==> src/rtl/time_keeper.sv <==
// ---------------------------------------------------------------------------
// time_keeper
//   24-hour time-of-day counter (hour/min/sec, binary) with a button-driven
//   set mode. In counting mode a prescaler divides clk down to one-second
//   ticks. With mode=1, an ENTER press opens setting. In setting mode
//   up/down edit the selected field and left/right pick the field
//   (hour/minute). ESC or ENTER returns to counting.
//
// Ports
//   clk, rst_n                 clock, asynchronous active-low reset
//   mode                       1 = buttons belong to this block
//   up, down, left, right,
//   enter, esc                 debounced button levels
//   hour, min, sec [6:0]       registered time of day
//   tick                       one-cycle pulse when sec takes a new value
//   norm                       1 = counting, 0 = setting
//   sel                        edited field: 0 = hour, 1 = minute
// ---------------------------------------------------------------------------
module time_keeper #(
    parameter int CLK_HZ = 100_000_000
) (
    input  logic       clk,
    input  logic       rst_n,
    input  logic       mode,
    input  logic       up,
    input  logic       down,
    input  logic       left,
    input  logic       right,
    input  logic       enter,
    input  logic       esc,
    output logic [6:0] hour,
    output logic [6:0] min,
    output logic [6:0] sec,
    output logic       tick,
    output logic       norm,
    output logic       sel
);

    localparam int PW = (CLK_HZ > 2) ? $clog2(CLK_HZ) : 1;
    localparam logic [PW-1:0] PRESC_MAX  = PW'(CLK_HZ - 1);
    localparam logic [PW-1:0] PRESC_ZERO = {PW{1'b0}};
    localparam logic [PW-1:0] PRESC_ONE  = PW'(1);

    typedef enum logic [0:0] {
        ST_NORM = 1'b0,
        ST_SET  = 1'b1
    } state_t;

    state_t        state_r, state_s;
    logic [PW-1:0] presc_r, presc_s;
    logic [6:0]    hour_r, hour_s;
    logic [6:0]    min_r, min_s;
    logic [6:0]    sec_r, sec_s;
    logic          tick_r, tick_s;
    logic          norm_r, norm_s;
    logic          sel_r, sel_s;
    logic [5:0]    btn_q_r;
    logic [5:0]    btn_s;
    logic [5:0]    press_s;
    logic          esc_p_s, enter_p_s, lr_p_s, up_p_s, down_p_s;

    // Wrapping increment of a field whose largest value is top.
    function automatic logic [6:0] wrap_inc(input logic [6:0] v, input logic [6:0] top);
        return (v == top) ? 7'd0 : v + 7'd1;
    endfunction

    // Wrapping decrement of a field whose largest value is top.
    function automatic logic [6:0] wrap_dec(input logic [6:0] v, input logic [6:0] top);
        return (v == 7'd0) ? top : v - 7'd1;
    endfunction

    assign btn_s = {esc, enter, left, right, up, down};

    // History is tracked in every mode so a button held while another
    // block owned the keys cannot produce an edge when mode returns.
    assign press_s   = btn_s & ~btn_q_r & {6{mode}};
    assign esc_p_s   = press_s[5];
    assign enter_p_s = press_s[4];
    assign lr_p_s    = press_s[3] | press_s[2];
    assign up_p_s    = press_s[1];
    assign down_p_s  = press_s[0];

    // Button history flops for rising-edge detection.
    always_ff @(posedge clk or negedge rst_n) begin
        if (!rst_n) begin
            btn_q_r <= 6'b000000;
        end else begin
            btn_q_r <= btn_s;
        end
    end

    // Next-state logic: counting, set-mode entry/exit and field edits.
    always_comb begin
        state_s = state_r;
        presc_s = presc_r;
        hour_s  = hour_r;
        min_s   = min_r;
        sec_s   = sec_r;
        sel_s   = sel_r;
        tick_s  = 1'b0;
        case (state_r)
            ST_NORM: begin
                if (enter_p_s) begin
                    state_s = ST_SET;
                    sel_s   = 1'b0;
                    sec_s   = 7'd0;
                    presc_s = PRESC_ZERO;
                end else if (presc_r == PRESC_MAX) begin
                    presc_s = PRESC_ZERO;
                    tick_s  = 1'b1;
                    sec_s   = wrap_inc(sec_r, 7'd59);
                    if (sec_r == 7'd59) begin
                        min_s = wrap_inc(min_r, 7'd59);
                        if (min_r == 7'd59) begin
                            hour_s = wrap_inc(hour_r, 7'd23);
                        end else begin
                            hour_s = hour_r;
                        end
                    end else begin
                        min_s = min_r;
                    end
                end else begin
                    presc_s = presc_r + PRESC_ONE;
                end
            end
            ST_SET: begin
                presc_s = PRESC_ZERO;
                if (esc_p_s || enter_p_s) begin
                    state_s = ST_NORM;
                    sel_s   = 1'b0;
                end else if (lr_p_s) begin
                    sel_s = ~sel_r;
                end else if (up_p_s && !down_p_s) begin
                    if (sel_r) begin
                        min_s = wrap_inc(min_r, 7'd59);
                    end else begin
                        hour_s = wrap_inc(hour_r, 7'd23);
                    end
                end else if (down_p_s && !up_p_s) begin
                    if (sel_r) begin
                        min_s = wrap_dec(min_r, 7'd59);
                    end else begin
                        hour_s = wrap_dec(hour_r, 7'd23);
                    end
                end else begin
                    sel_s = sel_r;
                end
            end
            default: begin
                state_s = ST_NORM;
                presc_s = PRESC_ZERO;
                sel_s   = 1'b0;
            end
        endcase
        norm_s = (state_s == ST_NORM);
    end

    // State, prescaler and output registers.
    always_ff @(posedge clk or negedge rst_n) begin
        if (!rst_n) begin
            state_r <= ST_NORM;
            presc_r <= PRESC_ZERO;
            hour_r  <= 7'd0;
            min_r   <= 7'd0;
            sec_r   <= 7'd0;
            tick_r  <= 1'b0;
            norm_r  <= 1'b1;
            sel_r   <= 1'b0;
        end else begin
            state_r <= state_s;
            presc_r <= presc_s;
            hour_r  <= hour_s;
            min_r   <= min_s;
            sec_r   <= sec_s;
            tick_r  <= tick_s;
            norm_r  <= norm_s;
            sel_r   <= sel_s;
        end
    end

    assign hour = hour_r;
    assign min  = min_r;
    assign sec  = sec_r;
    assign tick = tick_r;
    assign norm = norm_r;
    assign sel  = sel_r;

endmodule

==> config.mk <==
export PLATFORM = sky130hd
export DESIGN_NAME = time_keeper
export DESIGN_NICKNAME = d
export VERILOG_FILES = /design/src/rtl/time_keeper.sv
export SDC_FILE = /design/constraint.sdc
export NUM_CORES = 1
export LEC_CHECK = 0
export CAP_MARGIN = 20
export CORE_ASPECT_RATIO = 0.8
export CORE_UTILIZATION = 45
export DETAILED_ROUTE_END_ITERATION = 8
export PLACE_DENSITY = 0.66
export SYNTH_ARGS = -nofsm -noshare
export SYNTH_HDL_FRONTEND = slang
export SYNTH_SLANG_ARGS = --single-unit
==> constraint.sdc <==
create_clock -name clk -period 3.45 [get_ports clk]
set_input_delay 0.8625 -clock clk [delete_from_list [all_inputs] [get_ports clk]]
set_output_delay 0.8625 -clock clk [all_outputs]
set_load 0.02 [all_outputs]
## After elaboration in Yosys (flattened, before gate mapping)

Index checks and enable logic that the tools add are counted.

| storage, ports and cells | value |
|---|---|
| bits of input ports | 9 |
| output and inout bits | 24 |
| register bits | 58 |
| logic and storage cells | 92 |

| cells by class | value |
|---|---|
| muxes and demuxes | 41 |
| reductions and logical operators | 12 |
| add/sub/neg operators | 6 |
| equality and inequality tests | 17 |
| bitwise operators | 7 |

Operator list:

| cell | number |
|---|---|
| 7-bit 2-to-1 mux | 26 |
| 27-bit 2-to-1 mux | 2 |
| 27-bit case mux with 2 select lines | 1 |
| 7-bit case mux with 2 select lines | 2 |
| 27-bit by 1-bit adder with 27-bit output, second input constant | 1 |
| 27-bit equality test, second input constant | 1 |
| 7-bit by 1-bit adder with 7-bit output, second input constant | 3 |
| 7-bit by 6-bit equality test with 1-bit output, second input constant | 2 |
| 7-bit logical NOT | 2 |
| 2-bit inequality test, second input constant | 7 |
| 7-bit by 1-bit subtractor with 7-bit output, second input constant | 2 |
| 6-bit AND | 2 |
| 3-bit inequality test, second input constant | 4 |
| 9-bit AND reduction | 1 |
| 1-bit 2-to-1 mux | 8 |
| 8-bit AND reduction | 1 |
| 7-bit by 5-bit equality test with 1-bit output, second input constant | 1 |
| 3-bit by 1-bit inequality test with 1-bit output, second input constant | 2 |
| 6-bit NOT | 1 |
| 1-bit case mux with 2 select lines | 2 |
| 2-bit AND reduction | 2 |
| 1-bit NOT | 3 |
| 1-bit logical AND | 2 |
| 1-bit logical NOT | 2 |
| 3 further kinds | 3 |

## Depth between registers and ports, before layout

Gate-level depths: netlist (run 1).

| depth | value |
|---|---|
| depth in word-level cells | 10 |
| gate-level depth with buffers | 9 |

## Worst setup path before layout (run 1)

Ideal clock, no wire load.

| timing | value |
|---|---|
| path type | input to register |
| start | input port esc |
| end | register min_r[2] (netlist: min[2]) |
| stages on the path | 7 |
| library setup time | 0.134 ns |
| path buffers | 1 |
| arrival | 2.078 ns |
| data required time | 3.316 ns |
| path slack | 1.238 ns |
| cells stage by stage | nand2b_1 -> a21boi_0 -> or3_1 -> o31a_1 -> buf_6 -> o21ai_0 -> o31ai_1 |

| between the ends | value |
|---|---|
| cells in the longest elaborated chain, start to end | 5 |

Ends and longest elaborated chain:

| element | RTL line | RTL |
|---|---|---|
| start: declaration | 30 | `input logic esc,` |
| 6-bit AND (2 in series) | 76 | `assign press_s = btn_s & ~btn_q_r & {6{mode}};` |
| 1-bit logical OR | 128 | `if (esc_p_s \|\| enter_p_s) begin` |
| 2-bit inequality test (no source line) | - |  |
| 8-bit AND reduction (no source line) | - |  |
| end signal: assignment | 173 | `min_r <= min_s;` |
| end: declaration | 52 | `logic [6:0] min_r, min_s;` |

Every way passes these cells.
A chain may end at the register's enable or synchronous reset.

## Worst setup path in the final report (run 1)

| timing | value |
|---|---|
| start | input port down |
| end | register hour_r[6] (netlist: hour[6]) |

| between the ends | value |
|---|---|
| cells in the longest elaborated chain, start to end | 8 |
| elaborated cells on any way between the ends | 13 |
| classes of those cells | eq/ne (3); mux (4); bitwise (2); reduce/logical (4) |

Ends and longest elaborated chain:

| element | RTL line | RTL |
|---|---|---|
| start: declaration | 26 | `input logic down,` |
| 6-bit AND (*) (2 in series) | 76 |  |
| 1-bit logical NOT | 133 | `end else if (up_p_s && !down_p_s) begin` |
| 1-bit logical AND | 133 |  |
| 7-bit 2-to-1 mux | 133 |  |
| 7-bit 2-to-1 mux | 131 | `end else if (lr_p_s) begin` |
| 7-bit 2-to-1 mux | 128 |  |
| 7-bit case mux with 2 select lines | 101 | `case (state_r)` |
| end signal: assignment | 172 | `hour_r <= hour_s;` |
| end: declaration | 51 | `logic [6:0] hour_r, hour_s;` |

Every way passes the cells marked *; elsewhere a longest branch is shown, timed or not. The select of a mux whose other input is x is not followed.

==> impl_results.md, run 1 <==
- Num ports: 33
- CP max stage delay: 550 ps
- Register area: 1450 µm²
- Clk_lat worst skew: 330 ps
- Initial antenna violation count: 0
- Fill cell count: 610
- Final WL: slightly below 7 mm
- H-tree Lvls: 3
- Grt ovf: 0
- CP Launch Type: input port
- TritonCTS clock tree: done
- Clock sinks: slightly below 60
- Ys flop type: dfrtp_1
- Min Tclk post-route: 2710 ps
- Die width: 96.9 µm
- Register clock-pin slew on the reported worst setup and hold paths: 60 ps
- Post-Route Setup TNS: 0 ps
- Initial DRC Count: 135
- Total Routing Usage GR: 0.195
- Share of layout cells above drive strength 1: 0.0734
- Cts bufs inserted: 9
- Yosys cell types: 52
- Max_slew headroom: 0.395
- Design area: 3810 µm²
- PwrDens: ~570 nW/µm²
- Post-DP HPWL: roughly 4.6 mm
- Hold Fails Final Rpt: 0
- Via density: between 5 and 6
- CTS Hold Bufs: 0
- Syn_area_per_cell: between 9 and 10 µm²
- Critical path launch point: down
- CTS Root Buffer Type: clkbuf_8
- Worst slew pin tran: around 910 ps
- Count leader, synth: dfrtp_1
- Worst Hold Class: reg2reg
- Max Transition Viols Final: 0
- Port bufs: 32
- Num rows: 27
- Ranking of synthesized cells by area: dfrtp_1 (44%), nor2_1 (5.4%), xnor2_1 (4.6%)
- Post-synth top area cell: dfrtp_1
- DR DRC count: 0
- Placed Instances: about 470
- Outcome: finished clean
- RSZ-0062 raised after global routing: false
- Post-synth EDFFs: 0
- Kind of critical path: in2reg
- Final hold slack: 488 ps
- CP endpoint kind: flop
- Synthesized flop and latch total: 58
- WP data arrival: roughly 2900 ps
- Required time of the critical path: 3660 ps
- Max-cap violations: 0
- Cells after synthesis: between 300 and 400
- Core ar.: 6930 µm²
- Die Span Y: a little under 80 µm
- Via count: 2683
- Min-delay src: presc_r[0]$_DFF_PN0_
- Vias in the first global route: 2536
- Cell area after synthesis: between 3000 and 4000 µm²
- Largest net degree at the start of global routing: 42
- Multi-input logic area: 1680 µm²
- First drt pass iteration count: 4
- Crit-path slowest cell: o22ai_1
- Die ar.: 7550 µm²
- Final std cells w/o fill: about 480
- Routed WL per cell: 14.1 µm
- Placed cell area: 3630 µm²
- Final critical-path share of the clock period: 0.785
- Critical Path, Cell by Cell: clkdlybuf4s50_1, nor2b_1, xnor2_1, o22ai_1, and2b_1, a221o_1
- Fmax: ~0.37 GHz
- Synth top area share: 0.440
- Leakage: 0.00161 µW
- Global-route wire length before repair: 11.9 mm
- Fin nets: 406
- Async set-reset flop share out of synthesis: 1.00
- Share of the yosys chip area belonging to registers: 0.448
- Reg2Reg Launch Point: min[1]$_DFFE_PN0P_
- Final Wtd Congestion: approximately 0.83
- Maximum clock path buffer count: 2
- Post-synth top cells: dfrtp_1 (57), nor2_1 (47), nand3_1 (25)
- Post-route ant nets: 0
- Synth Warn #: 0
- Syn-to-layout area delta: 17.6%
- Ant diodes: 0
- Post-cts resize count: 0
- Setup Buffers After CTS: 0
- Peak supply drop: 0.336 mV
- Initial Util: 0.468
- Clock Skew: 7.24 ps
- Synthesized netlist net count: 372
- Worst-path fanout max: 7
- Final setup fails: 0
==> power by group <==
group / switching, µW / total [µW] / internal (µW)
sequential: 124 / 879 / 756
combinational: 404 / 716 / 312
clock: 254 / 586 / 332
==> flip-flops by register name, indices dropped and copies added, names as in the netlist <==
register and count:
norm 1, btn_q_r 6, state_r 1, presc_r 27, hour 7, sel 1, tick 1, min 7
sec 7
==> area by class of cell <==
| type | count | share of cell area |
|---|---|---|
| clock buffer | 13 | 0.0364 |
| inverter | 13 | 0.0128 |
| timing repair buffer | 36 | 0.0906 |
| clock inverter | 3 | 0.0105 |
| tap | 87 | 0.0285 |
| multi-input combinational | 272 | 0.440 |
| sequential | 58 | 0.381 |
==> final timing paths <==
path | to | slack, ps | cells past startpoint
setup / recovery | hour[6]$_DFFE_PN0P_ | 740 | 6
hold / removal | presc_r[0]$_DFF_PN0_ | 490 | 1
setup reg to reg | hour[1]$_DFFE_PN0P_ | 970 | 6
hold reg to reg | presc_r[0]$_DFF_PN0_ | 490 | 1
max in group asynchronous | presc_r[10]$_DFF_PN0_ | 2050 | 2
min in group asynchronous | presc_r[14]$_DFF_PN0_ | 660 | 1
==> per-stage QoR <==
step	utilization	worst slack, ps	power (µW)
after floorplan	-	1240	1360
after global placement	0.525	494	1590
after detailed placement	0.525	418	1600
after CTS	0.551	765	2200
after global routing	0.551	607	2330
final	0.551	743	2180
==> cell families after synthesis <==
kind of cell | Yosys count | share of synthesized area
muxes | 2 | 0.00656
and+or+nand+nor | 171 | 0.283
xor gates and xnor gates | 31 | 0.0837
buffers and inverters | 26 | 0.0343
adders and majority gates | 7 | 0.0270
DFF | 58 | 0.448
AOI/OAI and AO/OA | 61 | 0.117
==> cells in the final DEF, fill, tap and decap left out, types with 2 or more instances in the layout <==
cell | Yosys | routed
a21boi_0 | 2 | 2
a21o_1 | 2 | 2
a21oi_1 | 13 | 13
a31oi_1 | 8 | 8
and2_1 | 3 | 3
and3_1 | 13 | 13
buf_4 | 0 | 4
clkbuf_1 | 7 | 4
clkbuf_8 | 0 | 9
clkdlybuf4s50_1 | 0 | 31
clkinv_2 | 0 | 2
dfrtp_1 | 57 | 57
ha_1 | 7 | 7
inv_1 | 13 | 13
nand2_1 | 24 | 24
nand2b_1 | 7 | 7
nand3_1 | 25 | 25
nand3b_1 | 6 | 6
nand4_1 | 9 | 9
nand4b_1 | 2 | 2
nor2_1 | 47 | 47
nor2b_1 | 5 | 5
nor3_1 | 13 | 13
nor3b_1 | 3 | 3
nor4_1 | 2 | 2
nor4_4 | 2 | 2
o21ai_0 | 17 | 17
o21ai_1 | 4 | 4
o31a_1 | 2 | 2
o31ai_1 | 3 | 3
or3_1 | 2 | 2
or4_1 | 2 | 2
xnor2_1 | 17 | 17
xor2_1 | 14 | 14
==> worst max-delay path: cells and delay by family <==
family | cells | cell delay, ps
and+or+nand+nor | 2 | 590
xor gates and xnor gates | 1 | 110
buffers and inverters | 1 | 470
AOI/OAI and AO/OA | 2 | 900
==> metal layers <==
| layer | share of wire | up-vias | GRT usage |
|---|---|---|---|
| met5 | 0 | - | 0 |
| met4 | 0.012 | 0 | 0.0731 |
| met3 | 0.032 | 10 | 0.0477 |
| met2 | 0.45 | 51 | 0.294 |
| met1 | 0.51 | 1300 | 0.273 |
| li1 | - | 1322 | - |
(Power assumes the default switching activity.)
==> run 2, diff against run 1 <==
clock period = 2.6 ns   (was 3.45 ns; I/O delays follow)
==> impl_results.md, run 2 (synthesis gave the netlist of run 1 again) <==
- Outcome: finished clean
- Placed Instances: 479 (+2.8%)
- Max reg flops: 27 (unchanged)
- Clock sinks: 58 (unchanged)
- Worst path buffer plus inverter count: 0 (-1)
- Share of layout cells above drive strength 1: 0.108 (+0.0344)
- CTS Root Buffer Type: clkbuf_8
- Syn-to-layout area delta: 21.9%
- Final Wtd Congestion: 0.826 (-1.0%)
- PwrDens: 767 nW/µm² (+34%)
- TritonCTS clock tree: done
- Die ar.: 7550 µm² (unchanged)
- Grt ovf: 0 (unchanged)
- Fmax: 0.430 GHz
- Total Routing Usage GR: 0.195 (-0.000235)
- Hold Fails Final Rpt: 0 (unchanged)
- Die width: 96.9 µm (unchanged)
- CP endpoint kind: flop
- Maximum clock path buffer count: 2 (unchanged)
- Reg with most FFs: presc_r
- Clk_lat worst skew: 330 ps (about the same)
- Most common cell after layout, fill and taps aside: dfrtp_1
- Via density: 5.52 (-0.81%)
- Max-cap violations: 0 (unchanged)
- Routed WL per cell: 13.6 µm (-4.0%)
- Clock Skew: 9.68 ps (+2.44 ps)
- Num rows: 27 (unchanged)
- Max Transition Viols Final: 0 (unchanged)
- Commonest non-fill, non-tap cells in the layout: dfrtp_1 (57), nor2_1 (47), clkdlybuf4s50_1 (31)
- Port bufs: 32 (unchanged)
- Min Tclk post-route: 2320 ps
- Post-route ant nets: 0 (unchanged)
- Num ports: 33 (unchanged)
- Vias in the first global route: 2557 (+0.83%)
- CTS Hold Bufs: 0 (unchanged)
- Initial DRC Count: 112 (-17%)
- Worst Hold Class: in2async
- Register clock-pin slew on the reported worst setup and hold paths: 70 ps (about the same)
- Required time of the critical path: 2790 ps (-870 ps)
- Setup Buffers After CTS: 0 (unchanged)
- Global-route wire length before repair: 11.9 mm (+0.29%)
- Initial Util: 0.468 (unchanged)
- Total Power: 3030 µW (+39%)
- First drt pass iteration count: 4 (unchanged)
- Most used cell, CP: o21ai_0
- DR DRC count: 0 (unchanged)
- Cts bufs inserted: 9 (unchanged)
- Largest net degree at the start of global routing: 37 (-12%)
- Crit path max-delay family: simple AND/OR/NAND/NOR gates
- Leakage: 0.00169 µW (+5.4%)
- Final WL: 6.73 mm (-1.4%)
- Via count: 2733 (+1.9%)
- CP Launch Type: flop
- CP max stage delay: 550 ps (about the same)
- Post-cts resize count: 0 (unchanged)
- Ant diodes: 0 (unchanged)
- Worst slew pin tran: 550 ps (-357 ps)
- Peak supply drop: 0.464 mV (+38%)
- Final setup fails: 0 (unchanged)
- Die Span Y: 77.9 µm (unchanged)
- Core ar.: 6930 µm² (unchanged)
- Critical Path, Cell by Cell: or4b_4, nor4_4, nand4_2, o31a_1, o21ai_0, o21ai_0
- Fin nets: 419 (+3.2%)
- Post-DP HPWL: 4.73 mm (+2.0%)
- Initial antenna violation count: 0 (unchanged)
- WP data arrival: 2510 ps (-410 ps)
- Crit-path slowest cell: or4b_4
- Worst-path fanout max: 14 (+7)
- Max_slew headroom: 0.633 (+0.238)
- Kind of critical path: reg2reg
- Final std cells w/o fill: 495 (+2.7%)
- Final critical-path share of the clock period: 0.894
- RSZ-0062 raised after global routing: false
- H-tree Lvls: 3 (unchanged)
==> run 2: area by class of cell <==
type | instances | area, µm²
Timing Repair Buffer | 49 | 455
Sequential cell | 58 | 1450
Inverter | 13 | 48.8
Tap cell | 87 | 109
Clock inverter | 2 | 35.0
Fill cell | 622 | 2970
Clock buffer | 14 | 173
Multi-Input combinational cell | 272 | 1680
==> run 2: metrics by stage <==
step	TNS [ps]	setup WS, ps	cell area (µm²)	utilization	hold WS, ps
global route	0	93.7	3950	0.571	334
finish	0	276	3950	0.571	295
floorplan	0	491	3240	-	354
global placement	0	43.7	3740	0.541	476
CTS	0	269	3950	0.571	296
detailed placement	-2.97	-2.97	3740	0.541	486
==> run 2: path summary, 6_finish.rpt <==
| check | start | to | slack [ps] | cells after the start |
|---|---|---|---|---|
| setup / recovery | presc_r[17]$_DFF_PN0_ | min[4]$_DFFE_PN0P_ | 280 | 6 |
| setup reg to reg | presc_r[17]$_DFF_PN0_ | min[4]$_DFFE_PN0P_ | 280 | 6 |
| hold / removal | rst_n | presc_r[14]$_DFF_PN0_ | 290 | 1 |
| max in group asynchronous | rst_n | norm$_DFF_PN1_ | 1650 | 2 |
| min in group clk | presc_r[0]$_DFF_PN0_ | presc_r[0]$_DFF_PN0_ | 490 | 1 |
| hold reg to reg | presc_r[0]$_DFF_PN0_ | presc_r[0]$_DFF_PN0_ | 490 | 1 |
==> run 2: worst register-to-register path, delay by kind of cell, from the launching register on <==
| kind | cells | cell delay, ps |
|---|---|---|
| AO/OA/AOI/OAI | 3 | 590 |
| flip-flops | 1 | 450 |
| AND/OR/NAND/NOR | 3 | 1130 |
==> run 2: where the power goes <==
group	leakage (µW)	switching [µW]	internal [µW]
logic	0.000812	557	458
registers	0.000776	148	1000
clock network	0.000107	347	521
total	0.00169	1050	1980
==> run 2: metal layers <==
metal  GRT usage  part of all wire  vias to the layer above
li1            -                 -                     1344
met1       0.271              0.50                     1316
met2       0.301              0.45                       68
met3      0.0523             0.044                        5
met4      0.0537            0.0079                        0
met5           0                 0                        -
==> run 3, diff against run 2 <==
CAP_MARGIN = not set   (was 20)
CTS_CLUSTER_SIZE = 24   (was not set)
==> results of run 3 <==
The final DEF is identical to that of run 2; final timing and power are the same.
